File: src/rtl/ttt_move_gen_pkg.sv
// Shared types and lookup tables for the tic-tac-toe computer-move generator.
package ttt_pkg;

    localparam int NUM_CELLS = 9;

    typedef logic [1:0] cell_t;
    typedef logic [3:0] cellIdx_t;

    localparam cell_t CELL_EMPTY  = 2'b00;
    localparam cell_t CELL_PLAYER = 2'b01;
    localparam cell_t CELL_COMP   = 2'b10;

    // Rows, columns, then the two diagonals; scan order sets move priority.
    localparam cellIdx_t LINES [0:7][0:2] = '{
        '{4'd0, 4'd1, 4'd2}, '{4'd3, 4'd4, 4'd5}, '{4'd6, 4'd7, 4'd8},
        '{4'd0, 4'd3, 4'd6}, '{4'd1, 4'd4, 4'd7}, '{4'd2, 4'd5, 4'd8},
        '{4'd0, 4'd4, 4'd8}, '{4'd2, 4'd4, 4'd6}
    };

    localparam cellIdx_t CORNERS [0:3] = '{4'd0, 4'd2, 4'd6, 4'd8};
    localparam cellIdx_t EDGES   [0:3] = '{4'd1, 4'd3, 4'd5, 4'd7};

    typedef enum logic [2:0] {
        IDLE, WIN, BLOCK, CENTER, CORNER, EDGE, ISSUE
    } state_t;

endpackage

File: src/rtl/ttt_move_gen_if.sv
// Request/board/strobe bundle between the game controller and the move generator.
interface ttt_move_gen_if;
    import ttt_pkg::*;

    logic     req;
    logic     game_over;
    cell_t    pos1, pos2, pos3, pos4, pos5, pos6, pos7, pos8, pos9;
    cellIdx_t computer_position;
    logic     pc;
    logic     busy;
    logic     no_move;

    modport master (
        output req, game_over, pos1, pos2, pos3, pos4, pos5, pos6, pos7, pos8, pos9,
        input  computer_position, pc, busy, no_move
    );

    modport slave (
        input  req, game_over, pos1, pos2, pos3, pos4, pos5, pos6, pos7, pos8, pos9,
        output computer_position, pc, busy, no_move
    );

endinterface

File: src/rtl/ttt_line_eval.sv
// Combinational check of one board line: two cells of the target mark plus one empty cell.
module ttt_line_eval
    import ttt_pkg::*;
(
    input  cell_t    cellA_i,
    input  cell_t    cellB_i,
    input  cell_t    cellC_i,
    input  cellIdx_t idxA_i,
    input  cellIdx_t idxB_i,
    input  cellIdx_t idxC_i,
    input  cell_t    mark_i,
    output logic     hit_o,
    output cellIdx_t emptyIdx_o
);

    logic [1:0] markCnt;
    logic [1:0] emptyCnt;

    // Only 2'b00 counts as empty, so a corrupt 2'b11 cell blocks the line.
    always_comb begin
        markCnt  = 2'(cellA_i == mark_i) + 2'(cellB_i == mark_i) + 2'(cellC_i == mark_i);
        emptyCnt = 2'(cellA_i == CELL_EMPTY) + 2'(cellB_i == CELL_EMPTY) + 2'(cellC_i == CELL_EMPTY);
        emptyIdx_o = idxA_i;
        if (cellB_i == CELL_EMPTY) emptyIdx_o = idxB_i;
        if (cellC_i == CELL_EMPTY) emptyIdx_o = idxC_i;
        hit_o = (markCnt == 2'd2) && (emptyCnt == 2'd1);
    end

endmodule

File: src/rtl/ttt_move_gen.sv
// Computer-move generator: snapshots the board on request and scans win > block > centre >
// corner > edge, one line or cell per clock, then strobes the chosen cell into tic_tac_toe.
module ttt_move_gen
    import ttt_pkg::*;
#(
    parameter int PC_HOLD = 2
)(
    input  logic          clock,
    input  logic          reset_n,
    ttt_move_gen_if.slave bus
);

    localparam int HW = (PC_HOLD > 1) ? $clog2(PC_HOLD) : 1;

    state_t   state_q;
    cell_t    snap_q [NUM_CELLS];
    logic [2:0] idx_q;
    logic [HW-1:0] hold_q;
    cellIdx_t pos_q;
    logic     pc_q;
    logic     busy_q;
    logic     noMove_q;

    cellIdx_t lineIdx [3];
    cell_t    mark;
    logic     evalHit;
    cellIdx_t evalCell;
    logic     scanHit;
    cellIdx_t scanCell;

    always_comb begin
        for (int j = 0; j < 3; j++) lineIdx[j] = LINES[idx_q][j];
        mark = (state_q == WIN) ? CELL_COMP : CELL_PLAYER;
    end

    ttt_line_eval u_line_eval (
        .cellA_i    (snap_q[lineIdx[0]]),
        .cellB_i    (snap_q[lineIdx[1]]),
        .cellC_i    (snap_q[lineIdx[2]]),
        .idxA_i     (lineIdx[0]),
        .idxB_i     (lineIdx[1]),
        .idxC_i     (lineIdx[2]),
        .mark_i     (mark),
        .hit_o      (evalHit),
        .emptyIdx_o (evalCell)
    );

    always_comb begin
        scanHit  = 1'b0;
        scanCell = 4'd0;
        case (state_q)
            WIN, BLOCK: begin
                scanHit  = evalHit;
                scanCell = evalCell;
            end
            CENTER: begin
                scanCell = 4'd4;
                scanHit  = (snap_q[4] == CELL_EMPTY);
            end
            CORNER: begin
                scanCell = CORNERS[idx_q[1:0]];
                scanHit  = (snap_q[scanCell] == CELL_EMPTY);
            end
            EDGE: begin
                scanCell = EDGES[idx_q[1:0]];
                scanHit  = (snap_q[scanCell] == CELL_EMPTY);
            end
            default: ;
        endcase
    end

    always_ff @(posedge clock or negedge reset_n) begin
        if (!reset_n) begin
            state_q  <= IDLE;
            snap_q   <= '{default: CELL_EMPTY};
            idx_q    <= 3'd0;
            hold_q   <= '0;
            pos_q    <= 4'd0;
            pc_q     <= 1'b0;
            busy_q   <= 1'b0;
            noMove_q <= 1'b0;
        end else begin
            noMove_q <= 1'b0;
            case (state_q)
                IDLE: begin
                    if (bus.req && !bus.game_over) begin
                        snap_q <= '{bus.pos1, bus.pos2, bus.pos3, bus.pos4, bus.pos5,
                                    bus.pos6, bus.pos7, bus.pos8, bus.pos9};
                        idx_q   <= 3'd0;
                        state_q <= WIN;
                        busy_q  <= 1'b1;
                    end
                end
                WIN, BLOCK, CENTER, CORNER, EDGE: begin
                    // Game ending mid-scan abandons the move silently.
                    if (bus.game_over) begin
                        state_q <= IDLE;
                        busy_q  <= 1'b0;
                    end else if (scanHit) begin
                        pos_q   <= scanCell;
                        pc_q    <= 1'b1;
                        hold_q  <= HW'(PC_HOLD - 1);
                        state_q <= ISSUE;
                    end else begin
                        idx_q <= idx_q + 3'd1;
                        case (state_q)
                            WIN:    if (idx_q == 3'd7) begin idx_q <= 3'd0; state_q <= BLOCK; end
                            BLOCK:  if (idx_q == 3'd7) begin idx_q <= 3'd0; state_q <= CENTER; end
                            CENTER: begin idx_q <= 3'd0; state_q <= CORNER; end
                            CORNER: if (idx_q == 3'd3) begin idx_q <= 3'd0; state_q <= EDGE; end
                            default: if (idx_q == 3'd3) begin
                                idx_q    <= 3'd0;
                                noMove_q <= 1'b1;
                                busy_q   <= 1'b0;
                                state_q  <= IDLE;
                            end
                        endcase
                    end
                end
                ISSUE: begin
                    if (hold_q == '0) begin
                        pc_q    <= 1'b0;
                        busy_q  <= 1'b0;
                        state_q <= IDLE;
                    end else begin
                        hold_q <= hold_q - 1'b1;
                    end
                end
                default: state_q <= IDLE;
            endcase
        end
    end

    assign bus.computer_position = pos_q;
    assign bus.pc                = pc_q;
    assign bus.busy              = busy_q;
    assign bus.no_move           = noMove_q;

endmodule

File: src/flat_wrapper.sv
// flat-port wrapper written by rule: the top's interface ports become plain ports
module ttt_move_gen_flat import ttt_pkg::*;
#(
    parameter int PC_HOLD = 2
)
  (clock, reset_n, bus_req, bus_game_over, bus_pos1, bus_pos2, bus_pos3, bus_pos4, bus_pos5, bus_pos6, bus_pos7, bus_pos8, bus_pos9, bus_computer_position, bus_pc, bus_busy, bus_no_move);
  ttt_move_gen_if bus_i ();
  input  logic clock;
  input  logic reset_n;
  input wire logic [$bits(bus_i.req)-1:0] bus_req;
  input wire logic [$bits(bus_i.game_over)-1:0] bus_game_over;
  input wire logic [$bits(bus_i.pos1)-1:0] bus_pos1;
  input wire logic [$bits(bus_i.pos2)-1:0] bus_pos2;
  input wire logic [$bits(bus_i.pos3)-1:0] bus_pos3;
  input wire logic [$bits(bus_i.pos4)-1:0] bus_pos4;
  input wire logic [$bits(bus_i.pos5)-1:0] bus_pos5;
  input wire logic [$bits(bus_i.pos6)-1:0] bus_pos6;
  input wire logic [$bits(bus_i.pos7)-1:0] bus_pos7;
  input wire logic [$bits(bus_i.pos8)-1:0] bus_pos8;
  input wire logic [$bits(bus_i.pos9)-1:0] bus_pos9;
  output wire logic [$bits(bus_i.computer_position)-1:0] bus_computer_position;
  output wire logic [$bits(bus_i.pc)-1:0] bus_pc;
  output wire logic [$bits(bus_i.busy)-1:0] bus_busy;
  output wire logic [$bits(bus_i.no_move)-1:0] bus_no_move;
  assign bus_i.req = bus_req;
  assign bus_i.game_over = bus_game_over;
  assign bus_i.pos1 = bus_pos1;
  assign bus_i.pos2 = bus_pos2;
  assign bus_i.pos3 = bus_pos3;
  assign bus_i.pos4 = bus_pos4;
  assign bus_i.pos5 = bus_pos5;
  assign bus_i.pos6 = bus_pos6;
  assign bus_i.pos7 = bus_pos7;
  assign bus_i.pos8 = bus_pos8;
  assign bus_i.pos9 = bus_pos9;
  assign bus_computer_position = bus_i.computer_position;
  assign bus_pc = bus_i.pc;
  assign bus_busy = bus_i.busy;
  assign bus_no_move = bus_i.no_move;
  ttt_move_gen #(.PC_HOLD(PC_HOLD)) u_core (.clock(clock), .reset_n(reset_n), .bus(bus_i));
endmodule
File: config.mk
export PLATFORM = sky130hd
export DESIGN_NAME = ttt_move_gen_flat
export DESIGN_NICKNAME = d
export VERILOG_FILES = /design/src/rtl/ttt_move_gen_pkg.sv /design/src/rtl/ttt_move_gen_if.sv /design/src/rtl/ttt_line_eval.sv /design/src/rtl/ttt_move_gen.sv /design/src/flat_wrapper.sv
export SDC_FILE = /design/constraint.sdc
export NUM_CORES = 1
export LEC_CHECK = 0
export ABC_AREA = 1
export BUFFER_PORTS_ARGS = -buffer_cell sky130_fd_sc_hd__clkbuf_2
export CAP_MARGIN = 20
export CORE_ASPECT_RATIO = 1.75
export CORE_MARGIN = 5
export CORE_UTILIZATION = 49
export DETAILED_ROUTE_END_ITERATION = 6
export GPL_TIMING_DRIVEN = 0
export PLACE_DENSITY = 0.77
export SYNTH_ARGS = -nofsm -noshare
export SYNTH_HDL_FRONTEND = slang
export SYNTH_HIERARCHICAL = 1
export SYNTH_SLANG_ARGS = --single-unit
File: constraint.sdc
create_clock -name clock -period 4.5 [get_ports clock]
set_input_delay 0.675 -clock clock [delete_from_list [all_inputs] [get_ports clock]]
set_output_delay 0.675 -clock clock [all_outputs]
set_load 0.01 [all_outputs]
# Word level (Yosys, flattened, before mapping)
# Memories as Yosys holds them, arrays and structs flattened.
# Index checks and enable logic that the tools add are counted.
[op_classes]
add_sub_neg = 6
magnitude_cmp = 7
eq_ne = 25
reduce_logical = 23
muxes = 62
bitwise_logic = 8
[ops]
columns = ["cell", "count"]
rows = [
  ["2-bit binary-select mux with 4-bit select", 5],
  ["3-bit 2-to-1 mux", 13],
  ["5-bit greater-or-equal comparator (second input constant)", 5],
  ["4-bit inverter with 5-bit output", 5],
  ["12-bit 2-to-1 mux", 2],
  ["4-bit 2-to-1 mux", 6],
  ["2-bit 2-to-1 mux", 11],
  ["4-bit binary-select mux with 2-bit select", 2],
  ["4-bit case mux with 4 select lines", 1],
  ["1-bit 2-to-1 mux", 14],
  ["3-bit == test (second input constant)", 4],
  ["2-bit logical NOT", 6],
  ["3-bit case mux with 2 select lines", 2],
  ["3-bit case mux with 4 select lines", 1],
  ["6-bit AND reduction", 2],
  ["5-bit by 3-bit != test with 1-bit output (second input constant)", 2],
  ["3-bit by 2-bit == test with 1-bit output (second input constant)", 3],
  ["3-bit case mux with 3 select lines", 1],
  ["4-bit AND reduction", 2],
  ["7-bit by 2-bit != test with 1-bit output (second input constant)", 1],
  ["2-bit == test", 3],
  ["2-bit != test (second input constant)", 3],
  ["3-bit != test (second input constant)", 2],
  ["3-bit AND reduction", 2],
  ["other kinds (27)", 33],
]
[word_totals]
reg_bits = 32
wordCells = 148
mem_count = 1
rom_bits = 96
in_bits = 22
output_inout_bits = 7
[memory_table]
columns = ["name", "depth", "width", "read_ports", "rd_clocked_by_memory_dff", "wr", "line", "text"]
rows = [
  ["(name not given)", 8, 12, 1, 0, 0, "ttt_move_gen.sv:32", "for (int j = 0; j < 3; j++) lineIdx[j] = LINES[idx_q][j];"],
]

# Depth between registers and ports, before layout
[depth]
ltp_word = 17
mapped_depth = 24
ltp_nobuf = 24

# Cells and area by module
# Netlist, hierarchy kept.
[modules_own_cells]
columns = ["module", "cells_per_inst", "n_inst", "seq_area_each_um2", "area_each_um2"]
rows = [
  ["ttt_move_gen", 313, 1, 800.8, 2324.7],
  ["ttt_line_eval", 48, 1, 0.0, 266.5],
]

# Worst setup path before layout
# Ideal clock, no wire load.
[synth_path]
kind = "register to register"
startpoint = "register u_core.idx_q[0]"
endpoint = "register u_core.pos_q[0] (netlist: u_core/bus.computer_position[0])"
n_path_buf = 2
setup_time_ns = 0.124
t_required_ns = 4.376
t_arrival_ns = 3.236
period_less_slack_ns = 3.359
path_slack_ns = 1.141
stages_incl_launch_ff = 23
path_cell_list = "dfrtp_1 inv_2 ha_1 buf_4 nor2_1 inv_1 o21ai_0 a21oi_1 o21ai_0 o21a_1 xnor2_1 nand2_1 fa_1 nand2_1 nor3_1 nand2_2 nand2_2 nor2_4 nand2_4 nand2_4 buf_12 nand2_2 o21ai_2"
[synth_lines]
columns = ["element", "line", "text"]
rows = [
  ["from (decl)", "ttt_move_gen.sv:17", "logic [2:0] idx_q;"],
  ["from (signal assigned)", "ttt_move_gen.sv:105", "idx_q <= idx_q + 3'd1;"],
  ["to (signal assigned)", "ttt_move_gen.sv:100", "pos_q <= scanCell;"],
  ["to (decl)", "ttt_move_gen.sv:19", "cellIdx_t pos_q;"],
]

==> impl_metrics.csv <==
group,metric,value,unit
status,outcome,"complete, no violations",
clock_tree,cts_hold_buf,0,
synthesis,yosysSeqAreaShare,30.90,%
synthesis,synth_area_leaders,"dfrtp_1 (31%), nand2_1 (11%), o21ai_0 (6.4%)",
synthesis,synth_top_area_share,30.90,%
route,via_per_inst,5.572,
clock_tree,cts_setup_buffers,0,
clock_tree,h-tree-depth,2,
pwr,cellLeakagePower,1.473,nW
route,dr_total_vias,2524,
clock_tree,clockBufferDepth,2,
grt,grt_util_all_layers,20.87,%
synthesis,async_flop_share,100.0,%
route,dr.pass1.iters,4,
grt,grt_max_degree,33,
critical_path,endpoint_kind,"flip-flop",
floorplanning,die-area,6900,um2
sta,drv_slew,0,
route,wl_per_cell,14.68,um
pwr,power_density,888.6,nW/um2
critical_path,worst-path-max-fanout,10,
sta,finalCritPeriodShare,88.40,%
cells_and_area,antenna_cells,0,
sta,hold_viol,0,
cells_and_area,layout-drive-gt1-share,22.61,%
floorplanning,io_pins,29,
sta,rsz0062_at_grt,"false",
critical_path,critPathKind,"flip-flop to flip-flop",
clock_tree,cts_resized,0,
synthesis,yosysUniqueCellTypes,39,
critical_path,setup.worst_path.start,"u_core/idx_q[0]$_DFFE_PN0P_",
route,drtIter0Drc,148,
synthesis,synth_top_area_cell,"dfrtp_1",
floorplanning,die_h,106.2,um
route,drc,0,
sta,clock_skew,0.01298,ns
critical_path,crit_chain,"inv_2 -> ha_1 -> buf_4 -> nor2_1 -> a21oi_1 -> inv_1 -> o21ai_0 -> o22ai_1 -> xnor2_1 -> nand2_1 -> fa_1 -> nand2_1 -> nor3_1 -> nand2_2 -> nand2_2 -> nor2_4 -> nand2_4 -> nand2_4 -> buf_12 -> nand2_2 -> o21ai_2",
critical_path,crit_top_cell,"nand2_2",
synthesis,syn-cell-area,2591,um2
clock_tree,clk_latency,0.29,ns
floorplanning,placeableCoreArea,5211,um2
grt,grt_pass1_wl,11220,um
critical_path,cp.arrival,4.15,ns
synthesis,synth_edf_count,0,
run,drv_cap,0,
cells_and_area,nets,428,
route,wl,6650,um
sta,layout_min_cycle_time,3.978,ns
clock_tree,cts_root_buf,"clkbuf_8",
floorplanning,start_util,49.72,%
critical_path,timing.rr.start,"u_core/idx_q[0]$_DFFE_PN0P_",
critical_path,crit_path_start_kind,"flip-flop",
place,port_buffers,28,
synthesis,yosys_warnings,6,
sta,tightest_slew,0.8047,ns
cells_and_area,fin_util,55.87,%
critical_path,worstPathRequired,4.67,ns
clock_tree,cts_made_buffers,5,
synthesis,syn_area_per_cell,7.178,um2
critical_path,critPathMaxStageDelay,0.54,ns
clock_tree,clkTransAtPathRegs,0.07,ns
worst_hold_path,hp-class,"input pin to asynchronous set/reset pin",
clock_tree,cts_tree,"done",
place,place_hpwl,5308,um
pwr,vdd_ir_drop_max,597.0,uV
grt,overflow,0,
place,place.gp.congestion,0.9810,
synthesis,synth_top_flop_cell,"dfrtp_1",
synthesis,ys_seq_elements,32,
sta,tns,0,ns
cells_and_area,area_growth,12.36,%
synthesis,syn_inst,361,
floorplanning,die_width,64.97,um
pwr,total_power,2.587,mW
route,ant_nets,0,
sta,maxSlewHeadroom,46.35,%
clock_tree,numClockSinks,32,
floorplanning,std_cell_rows,35,
grt,antenna_found_initial,0,
sta,setup_viol,0,
sta,fmax,251.4,MHz
critical_path,slowest_stage,"dfrtp_1",
grt,grt_pass1_vias,2498,
[cell families (layout without fill, tap and decap cells)]
group	count (synthesis)	after routing	share of synthesized area, %
buf+inv	62	98	11.15
simple gates	165	165	30.76
flops	32	32	30.90
compound gates	78	78	16.71
xor+xnor	7	7	2.366
mux	7	7	3.042
fa+ha+maj	9	9	4.925
other cells	1	2	0.1447
[flip-flops by register name (all words and copies together), names as in the netlist]
| register | flops |
|---|---|
| u_core/snap_q | 18 |
| u_core/state_q | 3 |
| u_core/idx_q | 3 |
| u_core/bus.computer_position | 4 |
| u_core/bus.busy | 1 |
| u_core/bus.no_move | 1 |
| u_core/bus.pc | 1 |
| u_core/hold_q | 1 |
[metrics by stage]
stage               instance area [um2]  setup slack, ns  cells  hold WS [ns]
floorplan                          2595            1.141    362        0.3794
global placement                   2804           0.6004    445        0.4592
detailed placement                 2804           0.6143    445        0.4634
CTS                                2912           0.5669    453        0.4786
global route                       2912           0.1841    453        0.5015
finish                             2912           0.5222    453        0.4551
[worst max-delay path, delay by kind of cell (launching register included)]
family / cells / cell delay (ns)
AND/OR/NAND/NOR: 10 / 0.91
flip-flops: 1 / 0.54
XOR/XNOR: 1 / 0.15
AO/OA/AOI/OAI: 4 / 0.76
buffers and inverters: 4 / 0.60
adder cells (fa/ha/maj): 2 / 0.88
[cell usage after synthesis (6+ instances only)]
| cell | number |
|---|---|
| nor2_1 | 43 |
| inv_1 | 43 |
| a21oi_1 | 19 |
| nand2_2 | 12 |
| o21ai_0 | 33 |
| xnor2_1 | 7 |
| dfrtp_1 | 32 |
| o21ai_1 | 8 |
| nand2_1 | 75 |
| ha_1 | 7 |
| mux2_2 | 7 |
| inv_2 | 6 |
| nand3_1 | 15 |
| o22ai_1 | 6 |
[area by class of cell]
| type | count | area [um2] |
|---|---|---|
| buffer | 11 | 92.59 |
| clock buffer | 6 | 72.57 |
| clock inverter | 2 | 35.03 |
| fill | 515 | 2300 |
| inverter | 51 | 196.4 |
| multi-input combinational | 268 | 1505 |
| sequential | 32 | 800.8 |
| tap | 55 | 68.82 |
| timing repair buffer | 28 | 140.1 |
[worst paths after layout]
path | depth (start not counted) | endpoint | slack [ns]
max in group asynchronous | 1 | u_core/snap_q[6]$_DFFE_PN0P_ | 3.52
setup / recovery | 21 | u_core/bus.computer_position[1]$_DFFE_PN0P_ | 0.52
hold reg to reg | 2 | u_core/bus.busy$_DFFE_PN0P_ | 0.47
min in group clock | 2 | u_core/bus.busy$_DFFE_PN0P_ | 0.47
hold / removal | 1 | u_core/snap_q[1]$_DFFE_PN0P_ | 0.46
setup reg to reg | 21 | u_core/bus.computer_position[1]$_DFFE_PN0P_ | 0.52
[cell usage in the layout, fill, tap and decap left out, types with 8 or more instances in the layout]
cell type / instances
o21ai_1: 8
o21ai_0: 33
nand2_2: 12
nand3_1: 15
nor2_1: 43
dfrtp_1: 32
nand2_1: 75
inv_1: 43
clkbuf_2: 28
a21oi_1: 19
[metal layers]
layer / vias up / global-route usage, % / wire length [um]
li1: 1243 / - / -
met1: 1181 / 21.02 / 2420
met2: 79 / 39.19 / 3690
met3: 21 / 2.960 / 234
met4: 0 / 12.10 / 304
met5: - / 0 / 0
[power by group]
group          internal (mW)  total [mW]  switching (mW)
Sequential             0.409       0.502          0.0933
Clock                  0.164       0.275           0.111
Combinational          0.637        1.81            1.17
Total                   1.21        2.59            1.38
No activity file was read; power rests on OpenSTA's default activity.
